[src/rtl/shift_pkg.sv]
// Shared widths, direction encodings and the packed shift-command layout.
// No logic; constants and types only.
// Used by the shifter, the command FIFO and the queue top.
package shift_pkg;

    localparam int W     = 8;
    localparam int NW    = 3;
    localparam int CMD_W = W + 1 + NW;

    localparam logic SHIFT_LEFT  = 1'b0;
    localparam logic SHIFT_RIGHT = 1'b1;

    typedef struct packed {
        logic [W-1:0]  a;
        logic          d;
        logic [NW-1:0] n;
    } cmd_t;

endpackage

[src/rtl/shift.sv]
// Logical barrel shifter, zero fill, left or right by 0..2**NW-1.
// Latency: combinational.
// Backpressure: none, pure function of its inputs.
module shift
    import shift_pkg::*;
(
    input  logic [W-1:0]  a_i,
    input  logic          d_i,
    input  logic [NW-1:0] n_i,
    output logic [W-1:0]  x_o
);

    always_comb begin
        if (d_i == SHIFT_RIGHT) begin
            x_o = a_i >> n_i;
        end else begin
            x_o = a_i << n_i;
        end
    end

endmodule

[src/rtl/shift_cmd_fifo.sv]
// Circular command FIFO with occupancy count; head entry is always visible.
// Latency: a push is visible at the head after one edge.
// Backpressure: caller must not push when full nor pop when empty.
module shift_cmd_fifo
    import shift_pkg::*;
#(
    parameter int DEPTH = 4,
    parameter int DW    = CMD_W
) (
    input  logic                     clk,
    input  logic                     rst_n,
    input  logic                     push_i,
    input  logic [DW-1:0]            push_dat_i,
    input  logic                     pop_i,
    output logic [DW-1:0]            head_dat_o,
    output logic [$clog2(DEPTH):0]   count_o,
    output logic                     empty_o
);

    localparam int AW = $clog2(DEPTH);

    logic [DW-1:0] mem_q [DEPTH];
    logic [AW-1:0] wr_ptr_q, wr_ptr_d;
    logic [AW-1:0] rd_ptr_q, rd_ptr_d;
    logic [AW:0]   count_q, count_d;

    // Pointers wrap naturally since DEPTH is a power of two.
    always_comb begin
        wr_ptr_d = wr_ptr_q;
        rd_ptr_d = rd_ptr_q;
        count_d  = count_q;
        if (push_i) begin
            wr_ptr_d = wr_ptr_q + 1'b1;
        end
        if (pop_i) begin
            rd_ptr_d = rd_ptr_q + 1'b1;
        end
        case ({push_i, pop_i})
            2'b10:   count_d = count_q + 1'b1;
            2'b01:   count_d = count_q - 1'b1;
            default: count_d = count_q;
        endcase
    end

    always_ff @(posedge clk or negedge rst_n) begin
        if (!rst_n) begin
            wr_ptr_q <= '0;
            rd_ptr_q <= '0;
            count_q  <= '0;
            for (int i = 0; i < DEPTH; i++) begin
                mem_q[i] <= '0;
            end
        end else begin
            wr_ptr_q <= wr_ptr_d;
            rd_ptr_q <= rd_ptr_d;
            count_q  <= count_d;
            if (push_i) begin
                mem_q[wr_ptr_q] <= push_dat_i;
            end
        end
    end

    assign head_dat_o = mem_q[rd_ptr_q];
    assign count_o    = count_q;
    assign empty_o    = (count_q == '0);

endmodule

[src/rtl/shift_cmd_queue.sv]
// Queued shifter: FIFO of commands, shifter on the head, registered valid/ready result.
// Latency: push at edge t into an empty queue gives out_valid after edge t+1; 1 cmd/cycle.
// Backpressure: in_ready = !full from registered count; result held while !out_ready.
// Optional SHIFT_LEVEL_EN adds the `level` occupancy port.
module shift_cmd_queue
    import shift_pkg::*;
#(
    parameter int DEPTH = 4
) (
    input  logic                    clk,
    input  logic                    rst_n,
    input  logic                    in_valid,
    output logic                    in_ready,
    input  logic [W-1:0]            in_a,
    input  logic                    in_d,
    input  logic [NW-1:0]           in_n,
    output logic                    out_valid,
    input  logic                    out_ready,
    output logic [W-1:0]            out_x
`ifdef SHIFT_LEVEL_EN
    ,
    output logic [$clog2(DEPTH):0]  level
`endif
);

    cmd_t                   push_cmd;
    cmd_t                   head_cmd;
    logic                   push;
    logic                   ld;
    logic                   full;
    logic                   empty;
    logic [$clog2(DEPTH):0] count;
    logic [W-1:0]           shift_x;
    logic                   out_valid_q, out_valid_d;
    logic [W-1:0]           out_x_q, out_x_d;

    assign push_cmd = '{a: in_a, d: in_d, n: in_n};
    assign full     = (count == ($clog2(DEPTH)+1)'(DEPTH));
    assign in_ready = !full;
    assign push     = in_valid && !full;
    assign ld       = !empty && (!out_valid_q || out_ready);

    shift_cmd_fifo #(
        .DEPTH (DEPTH),
        .DW    (CMD_W)
    ) u_fifo (
        .clk        (clk),
        .rst_n      (rst_n),
        .push_i     (push),
        .push_dat_i (push_cmd),
        .pop_i      (ld),
        .head_dat_o (head_cmd),
        .count_o    (count),
        .empty_o    (empty)
    );

    shift u_shift (
        .a_i (head_cmd.a),
        .d_i (head_cmd.d),
        .n_i (head_cmd.n),
        .x_o (shift_x)
    );

    always_comb begin
        out_valid_d = out_valid_q;
        out_x_d     = out_x_q;
        if (ld) begin
            out_valid_d = 1'b1;
            out_x_d     = shift_x;
        end else if (out_valid_q && out_ready) begin
            out_valid_d = 1'b0;
        end
    end

    always_ff @(posedge clk or negedge rst_n) begin
        if (!rst_n) begin
            out_valid_q <= 1'b0;
            out_x_q     <= '0;
        end else begin
            out_valid_q <= out_valid_d;
            out_x_q     <= out_x_d;
        end
    end

    assign out_valid = out_valid_q;
    assign out_x     = out_x_q;

`ifdef SHIFT_LEVEL_EN
    assign level = count;
`endif

endmodule

[config.mk]
export PLATFORM = sky130hd
export DESIGN_NAME = shift_cmd_queue
export DESIGN_NICKNAME = d
export VERILOG_FILES = /design/src/rtl/shift_pkg.sv /design/src/rtl/shift.sv /design/src/rtl/shift_cmd_fifo.sv /design/src/rtl/shift_cmd_queue.sv
export SDC_FILE = /design/constraint.sdc
export NUM_CORES = 1
export LEC_CHECK = 0
export CORE_MARGIN = 4
export CORE_UTILIZATION = 50
export CTS_CLUSTER_SIZE = 16
export DETAILED_ROUTE_END_ITERATION = 8
export HOLD_SLACK_MARGIN = 0.03
export PLACE_DENSITY = 0.75
export REMOVE_ABC_BUFFERS = 1
export SLEW_MARGIN = 20
export SYNTH_ARGS = -nofsm -noshare
export SYNTH_HDL_FRONTEND = slang
export SYNTH_SLANG_ARGS = --single-unit
[constraint.sdc]
create_clock -name clk -period 7.41 [get_ports clk]
set_clock_uncertainty 0.1 [all_clocks]
set_input_delay 1.482 -clock clk [delete_from_list [all_inputs] [get_ports clk]]
set_output_delay 1.482 -clock clk [all_outputs]
set_load 0.03 [all_outputs]
# --- Word-level counts from Yosys, hierarchy flattened ---
# Index checks and enable logic that the tools add are counted.
totals:
  input_bits: 16
  rom_bits: 0
  latchBits: 0
  n_memories: 0
  ram_bits: 0
  out_inout_bits: 10
  word_cells: 44
  reg_bits: 64
classes:
  addsub: 4
  eq_ne: 3
  n_shift: 2
  mul: 0
  bitwise: 2
  div: 0
  n_reduce_logical: 11
  order_cmp: 3
  mux: 10
op_table:
  columns: ["op", "n"]
  rows:
  - ["bitwise mux 48 bit", 1]
  - ["2-to-1 mux 12 bit", 3]
  - ["binary-select mux 12 bit (select 2 bit)", 1]
  - ["demux 12 bit (select 2 bit)", 1]
  - ["2-to-1 mux 8 bit", 1]
  - ["left shift 8 x 3 -> 8 bit", 1]
  - ["right shift 8 x 3 -> 8 bit", 1]
  - ["greater-or-equal comparator 3 bit (second input constant)", 2]
  - ["inverter 2 -> 3 bit", 2]
  - ["one-hot mux 3 bit (2 select lines)", 1]
  - ["adder 2 x 1 -> 2 bit (second input constant)", 2]
  - ["logical AND 1 bit", 4]
  - ["nonzero test 2 bit", 2]
  - ["adder 3 x 1 -> 3 bit (second input constant)", 1]
  - ["equality test 3 bit (second input constant)", 1]
  - ["zero test 1 bit", 3]
  - ["zero test 3 bit", 1]
  - ["< comparator 3 x 1 -> 1 bit (second input constant)", 1]
  - ["subtractor 3 x 1 -> 3 bit (second input constant)", 1]
  - ["equality test 2 x 1 -> 1 bit (second input constant)", 1]
  - ["equality test 2 bit (second input constant)", 1]
  - ["2-to-1 mux 1 bit", 2]
  - ["logical OR 1 bit", 1]

# --- Logic depth before layout (Yosys ltp) ---
logic_depth:
  ltp_word: 6
  mapped_depth: 10
  mapped_depth_nobuf: 9

# --- By module ---
# A second synthesis with hierarchy kept.
hier_totals:
  cells_unflattened: 248
  hier_area_um2: 3398.3
by_module_without_submodules:
  columns: ["module", "instances", "area_each_um2", "cells_per_inst", "seq_area_each_um2"]
  rows:
  - ["shift_cmd_fifo", 1, 2479.9, 151, 1376.3]
  - ["shift", 1, 560.5, 73, 0.0]
  - ["shift_cmd_queue", 1, 357.8, 24, 225.2]

# --- Least setup slack after synthesis ---
# No wires, ideal clock.
synth_path:
  kind: "input -> register"
  start: "input port out_ready"
  end: "register u_fifo.count_q[2], in the netlist u_fifo.count_o[2]"
  arrival_ns: 3.157
  required_ns: 7.185
  slack_ns: 4.027
  path_buffers: 2
  setup_time_ns: 0.125
  path_stages: 10
  path_cell_list: "nand2b_1 > nand2b_1 > clkbuf_1 > inv_1 > clkbuf_1 > ha_1 > fa_1 > xnor2_1 > nor2_1 > xor2_1"
synth_via:
  elab_chain_cells: 4
  word_cells_on_any_way: 6
  cone_classes: "eq/ne (2); mux (1); reduce/logical (3)"
synth_rtl:
  columns: ["element", "line", "text"]
  rows:
  - ["start, declared", "shift_cmd_queue.sv:18", "input logic out_ready,"]
  - ["logical OR 1 bit *", "shift_cmd_queue.sv:41", "assign ld = !empty && (!out_valid_q || out_ready);"]
  - ["logical AND 1 bit *", "shift_cmd_queue.sv:41", null]
  - ["via ld", "shift_cmd_queue.sv:29", "logic ld;"]
  - ["equality test 2 x 1 -> 1 bit / equality test 2 bit (equally long branches)", "shift_cmd_fifo.sv:38", "case ({push_i, pop_i})"]
  - ["one-hot mux 3 bit (2 select lines) / nonzero test 2 bit (equally long branches)", null, null]
  - ["end signal, assigned", "shift_cmd_fifo.sv:56", "count_q <= count_d;"]
  - ["end, declared", "shift_cmd_fifo.sv:25", "logic [AW:0] count_q, count_d;"]
# The timed path passes the listed nets; every way through them passes the cells marked *.
# A chain may end at the register's enable or synchronous reset.

# --- Final worst setup path ---
layout_path:
  start: "input port out_ready"
  end: "register u_fifo.count_q[1], in the netlist u_fifo.count_o[1]"
layout_via:
  elab_chain_cells: 4
  word_cells_on_any_way: 6
  cone_classes: "eq/ne (2); mux (1); reduce/logical (3)"
layout_rtl:
  columns: ["element", "line"]
  rows:
  - ["logical OR 1 bit *", "shift_cmd_queue.sv:41"]
  - ["logical AND 1 bit *", "shift_cmd_queue.sv:41"]
  - ["equality test 2 x 1 -> 1 bit / equality test 2 bit (equally long branches)", "shift_cmd_fifo.sv:38"]
  - ["one-hot mux 3 bit (2 select lines) *", "shift_cmd_fifo.sv:38"]
  - ["via u_fifo.count_d[1]", "shift_cmd_fifo.sv:25"]
# Marks and branches as above.

==> flow_metrics.py <==
metrics = {
    "final_layout": {
        "layout_commonest_cell": "dfrtp_1",
        "synthToLayoutAreaGrowth_pct": 14.49,
        "drive_above_1_share": 0.2822,
        "diodes": 0,
        "instances_no_fill": 364,
        "final_cell_mix": "dfrtp_1 (64), mux2_2 (49), clkdlybuf4s50_1 (24)",
        "nNetsFinal": 304,
    },
    "critical_path": {
        "start_kind": "input pin",
        "crit_arrival_ns": 3.59,
        "startpoint": "out_ready",
        "r2r-start": "u_fifo.rd_ptr_q[0]$_DFFE_PN0P_",
        "rrSetupSlack_ns": 4.46,
        "reg2reg_to": "out_x[1]$_DFFE_PN0P_",
        "end_kind": "flop",
        "path_class": "input pin to flop",
        "worstPathRequired_ns": 7.53,
        "crit_fanout": 15,
        "worstSetupEndpoint": "u_fifo.count_o[1]$_DFFE_PN0P_",
        "r2r_cells": 5,
    },
    "floorplan": {
        "die_area_um2": 7999,
        "core-area_um2": 6386,
        "ios": 26,
        "die_h_um": 89.44,
        "floorplan.initialDensity": 0.5192,
        "num_rows": 29,
        "die_w_um": 89.44,
    },
    "logic_synthesis": {
        "yosys.area.top_type_share": 0.4830,
        "synth_top_family_by_area": "multiplexers",
        "synth-adder-area-share": 0.02491,
        "synth_compound_area_frac": 0.06075,
        "yosysTopAreaCell": "dfrtp_1",
        "ys_seq_area_frac": 0.4830,
        "synth-simple-area-share": 0.09660,
        "synth_seq_cells": 64,
        "ys_top_cells_by_area": "dfrtp_1 (48%), mux2_2 (17%), mux4_2 (8.2%)",
        "synth-xor-area-share": 0.01585,
        "syn_area_per_cell_um2": 12.66,
        "synthMuxAreaShare": 0.2872,
        "ys_warn_count": 0,
        "netlist_instances": 262,
        "synth.distinct_cells": 42,
        "syn_area_um2": 3316,
    },
    "worst_hold_path": {
        "hp-class": "flop to flop",
        "hold-path-cell-count": 1,
    },
    "drt": {
        "via_per_inst": 5.698,
        "drc": 0,
        "vias": 2074,
        "drt-total-wl_um": 6173,
        "dr.pass1.iters": 4,
        "drtIter0Drc": 87,
        "ant_nets": 0,
        "wire_per_inst_um": 16.96,
    },
    "clock_network": {
        "postCtsSetupBuffers": 0,
        "cts_htree_levels": 3,
        "path_clk_slew_ns": 0.06,
        "holdBufCountCts": 0,
        "clk_root_buffer_cell": "clkbuf_8",
        "cts_resized": 0,
        "tritoncts": "done",
        "clockBufferDepth": 2,
        "numClockSinks": 64,
        "clock_latency_ns": 0.34,
        "cts_made_buffers": 9,
    },
    "global_routing": {
        "grtUsageTotal": 0.1768,
        "grt_pass1_wl_um": 10460,
        "grt_pass1_vias": 2082,
        "gr-total-overflow": 0,
        "antenna_found_initial": 0,
        "grt_max_degree": 65,
    },
    "timing": {
        "setup_ws_ns": 3.936,
        "setup_tns_ns": 0,
        "setup_viol": 0,
        "worst_pin_slew_ns": 0.9359,
        "rsz0062_at_grt": "false",
        "hold_violations": 0,
        "max_freq_mhz": 287.8,
        "slew_viol_final": 0,
        "period_needed_ns": 3.474,
        "whs_ns": 0.4004,
        "period_share": 0.4689,
        "max-slew-margin-rel": 0.3761,
    },
    "placed_design": {
        "dpl.cell_count": 348,
        "io_buffers": 25,
        "preCtsSetupSlack_ns": 3.600,
        "routabilityCongestion": 0.8653,
        "hpwl_um": 4090,
    },
    "run_status": {
        "status": "completed",
    },
    "run": {
        "max_cap_viol_count": 0,
    },
}
## critical path, cell delays in order
cell	delay [ns]
clkdlybuf4s50_1	0.45
nand2b_1	0.12
nand2b_1	0.16
inv_1	0.40
ha_1	0.30
fa_1	0.42
mux2_2	0.26
## layout make-up
cell class	count	area, um2
timing repair buffer	26	252.7
fill	542	2590
multi-input combinational	177	1609
sequential	64	1602
inverter	4	15.01
clock buffer	11	141.4
clock inverter	5	80.08
tap	77	96.34
## how the worst min path moves through the flow
stage,startpoint,to
after floorplan,u_fifo.count_o[2]$_DFFE_PN0P_,u_fifo.count_o[2]$_DFFE_PN0P_
after global routing,u_fifo.mem_q[19]$_DFFE_PN0P_,u_fifo.mem_q[19]$_DFFE_PN0P_
final,u_fifo.count_o[2]$_DFFE_PN0P_,u_fifo.count_o[2]$_DFFE_PN0P_
after detailed placement,u_fifo.mem_q[16]$_DFFE_PN0P_,u_fifo.mem_q[16]$_DFFE_PN0P_
after CTS,u_fifo.count_o[2]$_DFFE_PN0P_,u_fifo.count_o[2]$_DFFE_PN0P_
after global placement,u_fifo.mem_q[16]$_DFFE_PN0P_,u_fifo.mem_q[16]$_DFFE_PN0P_
## per-layer routing
metal / vias up / track usage / share of wire
met5: - / 0 / 0
met4: 0 / 0.07307 / 0.016
met3: 9 / 0.04608 / 0.042
met2: 36 / 0.2646 / 0.47
met1: 1042 / 0.2454 / 0.47
li1: 987 / - / -
## Yosys cell counts, drive strengths merged
cell     n
fa       1
o32a     1
o21bai   1
o22ai    2
a21oi    8
o311ai   1
nand3    4
and3     1
o41ai    1
xor2     1
o22a     1
nor2    15
nor3b    2
a211o    2
or3      1
nand3b   2
nor2b    3
ha       5
dfrtp   64
nor3     3
and2     1
inv      4
a31oi    5
mux2i   13
xnor2    5
a311oi   1
mux4    12
nand2b   9
mux2    49
or3b     2
nand2   15
and2b    1
buf      7
o211ai   2
nor4bb   1
clkbuf  10
o21ai    5
nor4b    1
## registers in the layout, indices dropped and copies added, names as in the netlist
| register | cells |
|---|---|
| out_valid | 1 |
| u_fifo.count_o | 3 |
| u_fifo.rd_ptr_q | 2 |
| u_fifo.wr_ptr_q | 2 |
| out_x | 8 |
| u_fifo.mem_q | 48 |
## logic make-up after synthesis
group / Yosys count
muxes: 74
DFF: 64
and+or+nand+nor: 61
AOI/OAI and AO/OA: 30
buffers and inverters: 21
xor gates and xnor gates: 6
adders and majority gates: 6
## through the flow
stage | instance area, um2 | util
after global placement | 3575 | 0.5598
after CTS | 3796 | 0.5944
after floorplan | 3226 | -
after detailed placement | 3575 | 0.5598
after global routing | 3796 | 0.5944
final | 3796 | 0.5944
Power is not shown: default switching activity piles up to over one toggle a cycle in this logic, so the estimate is an artifact.
